## config.mk

```make
export PLATFORM = sky130hd
export DESIGN_NAME = pmem_arbiter
export DESIGN_NICKNAME = d
export VERILOG_FILES = /design/src/rtl/pmem_arbiter.sv
export SDC_FILE = /design/constraint.sdc
export NUM_CORES = 1
export LEC_CHECK = 0
export CELL_PAD_IN_SITES_DETAIL_PLACEMENT = 0
export CELL_PAD_IN_SITES_GLOBAL_PLACEMENT = 1
export CORE_AREA = 2 2 544 546
export DETAILED_ROUTE_END_ITERATION = 10
export DIE_AREA = 0 0 546 548
export MAX_ROUTING_LAYER = met4
export PLACE_DENSITY_LB_ADDON = 0.1
export SLEW_MARGIN = 20
export SYNTH_ARGS = -nofsm -noshare
export SYNTH_HDL_FRONTEND = slang
export SYNTH_SLANG_ARGS = --single-unit
```

## constraint.sdc

```tcl
create_clock -name clk -period 2 [get_ports clk]
set_input_delay 0.4 -clock clk [delete_from_list [all_inputs] [get_ports clk]]
set_output_delay 0.4 -clock clk [all_outputs]
set_load 0.02 [all_outputs]
```

## src/rtl/pmem_arbiter.sv

```systemverilog
// Two-requester arbiter that shares one physical-memory port between the I- and D-caches.
// Define PMEM_ARB_ROUND_ROBIN_EN to alternate grants on contention; otherwise the D side always wins.
module pmem_arbiter #(
   parameter int LINE_WIDTH = 256
) (
   input  logic                  clk,
   input  logic                  rst_n,
   input  logic                  i_pmem_read,
   input  logic [31:0]           i_pmem_address,
   output logic [LINE_WIDTH-1:0] i_pmem_rdata,
   output logic                  i_pmem_resp,
   input  logic                  d_pmem_read,
   input  logic                  d_pmem_write,
   input  logic [31:0]           d_pmem_address,
   input  logic [LINE_WIDTH-1:0] d_pmem_wdata,
   output logic [LINE_WIDTH-1:0] d_pmem_rdata,
   output logic                  d_pmem_resp,
   output logic                  pmem_read,
   output logic                  pmem_write,
   output logic [31:0]           pmem_address,
   output logic [LINE_WIDTH-1:0] pmem_wdata,
   input  logic [LINE_WIDTH-1:0] pmem_rdata,
   input  logic                  pmem_resp
);

   typedef enum logic [1:0] {IDLE, I_BUSY, D_BUSY} state_t;
   typedef enum logic {GRANT_I, GRANT_D} grant_t;

   state_t state, state_next;
   grant_t last_grant, last_grant_next;
   logic   i_pending, d_pending, d_wins;

   assign i_pending = i_pmem_read;
   assign d_pending = d_pmem_read | d_pmem_write;

`ifdef PMEM_ARB_ROUND_ROBIN_EN
   assign d_wins = (last_grant == GRANT_I);
`else
   // D always wins; last_grant is still tracked so both builds share the same state.
   assign d_wins = (last_grant == GRANT_I) || (last_grant == GRANT_D);
`endif

   always_ff @(posedge clk or negedge rst_n) begin
      if (!rst_n) begin
         state      <= IDLE;
         last_grant <= GRANT_I;
      end else begin
         state      <= state_next;
         last_grant <= last_grant_next;
      end
   end

   always_comb begin
      state_next      = state;
      last_grant_next = last_grant;
      case (state)
         IDLE: begin
            if (i_pending && d_pending) begin
               if (d_wins) begin
                  state_next      = D_BUSY;
                  last_grant_next = GRANT_D;
               end else begin
                  state_next      = I_BUSY;
                  last_grant_next = GRANT_I;
               end
            end else if (i_pending) begin
               state_next      = I_BUSY;
               last_grant_next = GRANT_I;
            end else if (d_pending) begin
               state_next      = D_BUSY;
               last_grant_next = GRANT_D;
            end
         end
         I_BUSY:  if (pmem_resp) state_next = IDLE;
         D_BUSY:  if (pmem_resp) state_next = IDLE;
         default: state_next = IDLE;
      endcase
   end

   // Memory-side strobes come straight from the state so reset clears them without waiting for a clock.
   always_comb begin
      pmem_read    = 1'b0;
      pmem_write   = 1'b0;
      pmem_address = '0;
      pmem_wdata   = '0;
      i_pmem_resp  = 1'b0;
      d_pmem_resp  = 1'b0;
      case (state)
         I_BUSY: begin
            pmem_read    = 1'b1;
            pmem_address = i_pmem_address;
            i_pmem_resp  = pmem_resp;
         end
         D_BUSY: begin
            pmem_read    = d_pmem_read & ~d_pmem_write;
            pmem_write   = d_pmem_write;
            pmem_address = d_pmem_address;
            pmem_wdata   = d_pmem_wdata;
            d_pmem_resp  = pmem_resp;
         end
         default: ;
      endcase
   end

   assign i_pmem_rdata = pmem_rdata;
   assign d_pmem_rdata = pmem_rdata;

endmodule

```

# Word-level counts from Yosys, hierarchy flattened
# Index checks and enable logic that the tools add are counted.
# totals
reg_bits	2
elab_cells	23
input_bits	582
# classes
n_reduce_logical	4
n_mux	11
eq_ne	4
bitwise	3
# op_table
op	count
two-way mux 256 bit	1
case mux 32 bit (2 select lines)	1
two-way mux 2 bit	4
!= test 4 bit, second input constant	1
case mux 2 bit (2 select lines)	1
two-way mux 1 bit	3
equality test 2 x 1 -> 1 bit, second input constant	1
equality test 2 bit, second input constant	1
zero test 2 bit	1
!= test 2 x 1 -> 1 bit, second input constant	1
case mux 1 bit (2 select lines)	1
AND reduction 2 bit	1
OR reduction 2 bit	1
AND 1 bit	1
logical AND 1 bit	1
NOT 1 bit	1
bitwise OR 1 bit	1

# Longest topological paths before layout
# depth
ltp_word	5
mapped_depth	6
depth_no_buf	5

# Worst setup path before layout
# OpenSTA, ideal clock, no wires.
# synth_timing
path_type	reg-to-output
startpoint	register state[1]
endpoint	output pmem_address[10]
setup_slack_ns	0.247
arrival_time_ns	1.353
stages_incl_launch_ff	5
path_cell_list	dfrtp_1 > inv_1 > ha_1 > clkbuf_1 > nor2b_1
# synth_between
elab_chain_cells	2
# synth_lines
element	line_no	source
start: declaration	29	state_t state, state_next;
start signal: assignment	48	state <= state_next;
equality test 2 bit / equality test 2 x 1 -> 1 bit (equally long branches)	88	case (state)
case mux 32 bit (2 select lines) (*)	88	
end: declaration	20	output logic [31:0] pmem_address,
# Mark *: on every way between the ends. The rest lies on a longest branch, timed or not.

# Worst setup path in the final report
# layout_timing
startpoint	register state[0]
endpoint	output pmem_address[11]
# Same word-level chain as after synthesis.

==> metrics.yaml <==
status: "complete, but fails checks"
failed_checks: "setup timing"
numCtsBuffers: 3
hold_viol: 0
die_x_um: 546
synthTopCellsByArea: "buf_4, and2_1, a22oi_1"
synth.most_common_cell: "buf_4"
reg_top3: "state x2"
crit_arrival_ps: 1810
worst-setup-path-type: "flip-flop to output pin"
p_leak_nw: 5.99
path_max_fanout: 5
slew_headroom_pct: 61.0
rrSetupSlack_ps: 350
synth.area.mux_share_pct: 0
r2r-end: "state[0]$_DFFE_PN0P_"
clkSinkCount: 2
n_fill_cell: 34400
critPathLaunchType: "flip-flop"
synth_top_cell_area_share_pct: 61.2
drt_first_iter_violations: 137
via_count: 7122
cts_buffer_depth: 2
max_freq_ghz: 0.453
dieHeight_um: 548
synthDistinctLibCells: 19
portBuffers: 617
pin_count: 1386
post_dp_cell_area_mm2: 0.0157
ys_seq_elements: 2
post-place-ws_ps: -657
place_inst: 4898
ant_nets: 0
gp_congestion: 0.703
r2r_cells: 7
synth.avg_cell_area_um2: 7.05
fin_ws_ps: -206
synth-edff-count: 0
clk_pin_slew_worst_paths_ps: 30
netlist_area_mm2: 0.00628
synth-seq-area-share_pct: 0.797
synth_compound_area_share_pct: 4.23
core_region_area_mm2: 0.293
rsz0062_at_grt: "yes"
largest_reg_flops: 2
clock_latency_ps: 230
grt_max_degree: 35
post-dp-hpwl_um: 135000
worstMarginPinSlew_ps: 583
cts_hold_buf: 0
grt_use_total_pct: 9.58
synth_area_leader_cell: "buf_4"
viasPerCell: 1.42
first_pass_iters: 4
cts_tree: "done"
wl_per_cell_um: 29.4
slew_violations: 0
cts.root.buffer_cell: "clkbuf_16"
critPathCaptureType: "output pin"
layoutNonFillerInstCount: 5005
finalClockSkew_ps: 0.733
globalRouteOverflowTotal: 0
synthXorXnorAreaFrac_pct: 0
finalInstanceArea_mm2: 0.0187
regMostFlops: "state"
synthesis.nets: 1477
grt_first_pass_wirelength_um: 165000
syn_inst: 891
setup_violations: 282
start_util_pct: 2.14
max_cap_violations: 0
hold_ws_ps: 381
async_flop_share_pct: 100
ir_worst_vdd_mv: 0.510
dieArea_mm2: 0.299
synthAdderAreaFrac_pct: 0.797
synth_common_cells: "buf_4, and2_1, a22oi_1, nor2b_1, clkbuf_2"
finalCritPeriodShare_pct: 110
drive_gt1_share_pct: 67.9
period_minus_slack_ps: 2210
r2r_start: "state[1]$_DFFE_PN0P_"
antenna_found_initial: 149
synth_warnings: 0
final_nets: 1646
drt_wl_total_um: 147000
grt_pass1_vias: 7550
rows: 199
power_w: 0.0260
area_delta_synth_final_pct: 198
synth-simple-area-share_pct: 29.6
hp-class: "input pin to asynchronous set/reset pin"
drcViolationCount: 0
worst_ep_required_time_ps: 1600
h-tree-depth: 1
powerDensity_mw_per_mm2: 1390
synth_top_family_by_area: "buffers and inverters"
synth_ff_type: "dfrtp_1"
through the flow:
stage / util [%] / TNS, ps
global placement: 5.37 / -59260
global route: 6.36 / -51900
detailed placement: 5.37 / -60010
floorplan: - / 0
CTS: 5.93 / -48070
finish: 6.38 / -31160
report_power, final:
group | internal (W) | switching [W] | total, W
logic | 0.0139 | 0.0117 | 0.0256
registers | 0.0000628 | 0.0000369 | 0.0000997
clock network | 0.000255 | 0.0000510 | 0.000306
total | 0.0143 | 0.0118 | 0.0260
timing repair:
item                                    CTS  global route
cloned                                   21            20
resized for setup                       551           288
setup buffers                            33            14
endpoints found under the setup margin  291           288
pin swaps                                11            25
worst max-delay path, stage by stage (launching register included):
cell,delay [ps]
dfrtp_1,390
buf_6,130
ha_4,180
buf_12,150
a22oi_2,420
nor2b_2,120
buf_12,160
final cells by class:
class	count	area (um2)	share of cell area, %
diodes	28	70.1	0.375
clock buffers	3	75.1	0.402
inverters	2	10.0	0.0536
multi-input cells	337	3240	17.3
flip-flops and latches	2	51.3	0.275
well taps	3919	4900	26.2
repair buffers	714	10300	55.3
routing by layer:
metal	global-route usage (%)	vias up	share of wire, %
met5	-	-	0
met2	13.9	1092	42
met1	9.26	3074	34
met3	9.05	372	21
met4	1.76	0	2.8
li1	-	2584	-
worst max-delay path by stage:
stage,endpoint,cells past startpoint,startpoint,slack (ps)
final,pmem_address[11],6,state[0]$_DFFE_PN0P_,-210
after global routing,pmem_address[19],5,state[1]$_DFFE_PN0P_,-270
after CTS,pmem_address[11],7,state[0]$_DFFE_PN0P_,-370
after detailed placement,pmem_address[19],6,state[1]$_DFFE_PN0P_,-660
after global placement,pmem_address[19],6,state[1]$_DFFE_PN0P_,-650
after floorplan,pmem_address[10],4,state[1]$_DFFE_PN0P_,250
layout by cell type, fill, tap and decap left out, types with 2 or more instances in the layout:
| cell | synthesis | final |
|---|---|---|
| clkdlybuf4s50_1 | 0 | 325 |
| and2_4 | 0 | 256 |
| buf_12 | 0 | 252 |
| buf_6 | 3 | 84 |
| a22oi_2 | 0 | 31 |
| diode_2 | 0 | 28 |
| nor2b_4 | 0 | 28 |
| clkbuf_16 | 0 | 19 |
| buf_16 | 0 | 18 |
| buf_4 | 512 | 12 |
| buf_8 | 0 | 7 |
| nor2b_2 | 0 | 4 |
| ha_4 | 0 | 4 |
| and2_1 | 259 | 3 |
| a21oi_1 | 2 | 2 |
| nand3b_1 | 2 | 2 |
logic make-up (layout without fill, tap and decap cells):
| group | Yosys count | count (layout) |
|---|---|---|
| AO/OA/AOI/OAI | 36 | 36 |
| adder cells (fa/ha/maj) | 4 | 4 |
| buffers and inverters | 552 | 719 |
| AND/OR/NAND/NOR | 297 | 297 |
| other | 0 | 28 |
| flip-flops | 2 | 2 |
(Power assumes the default switching activity.)
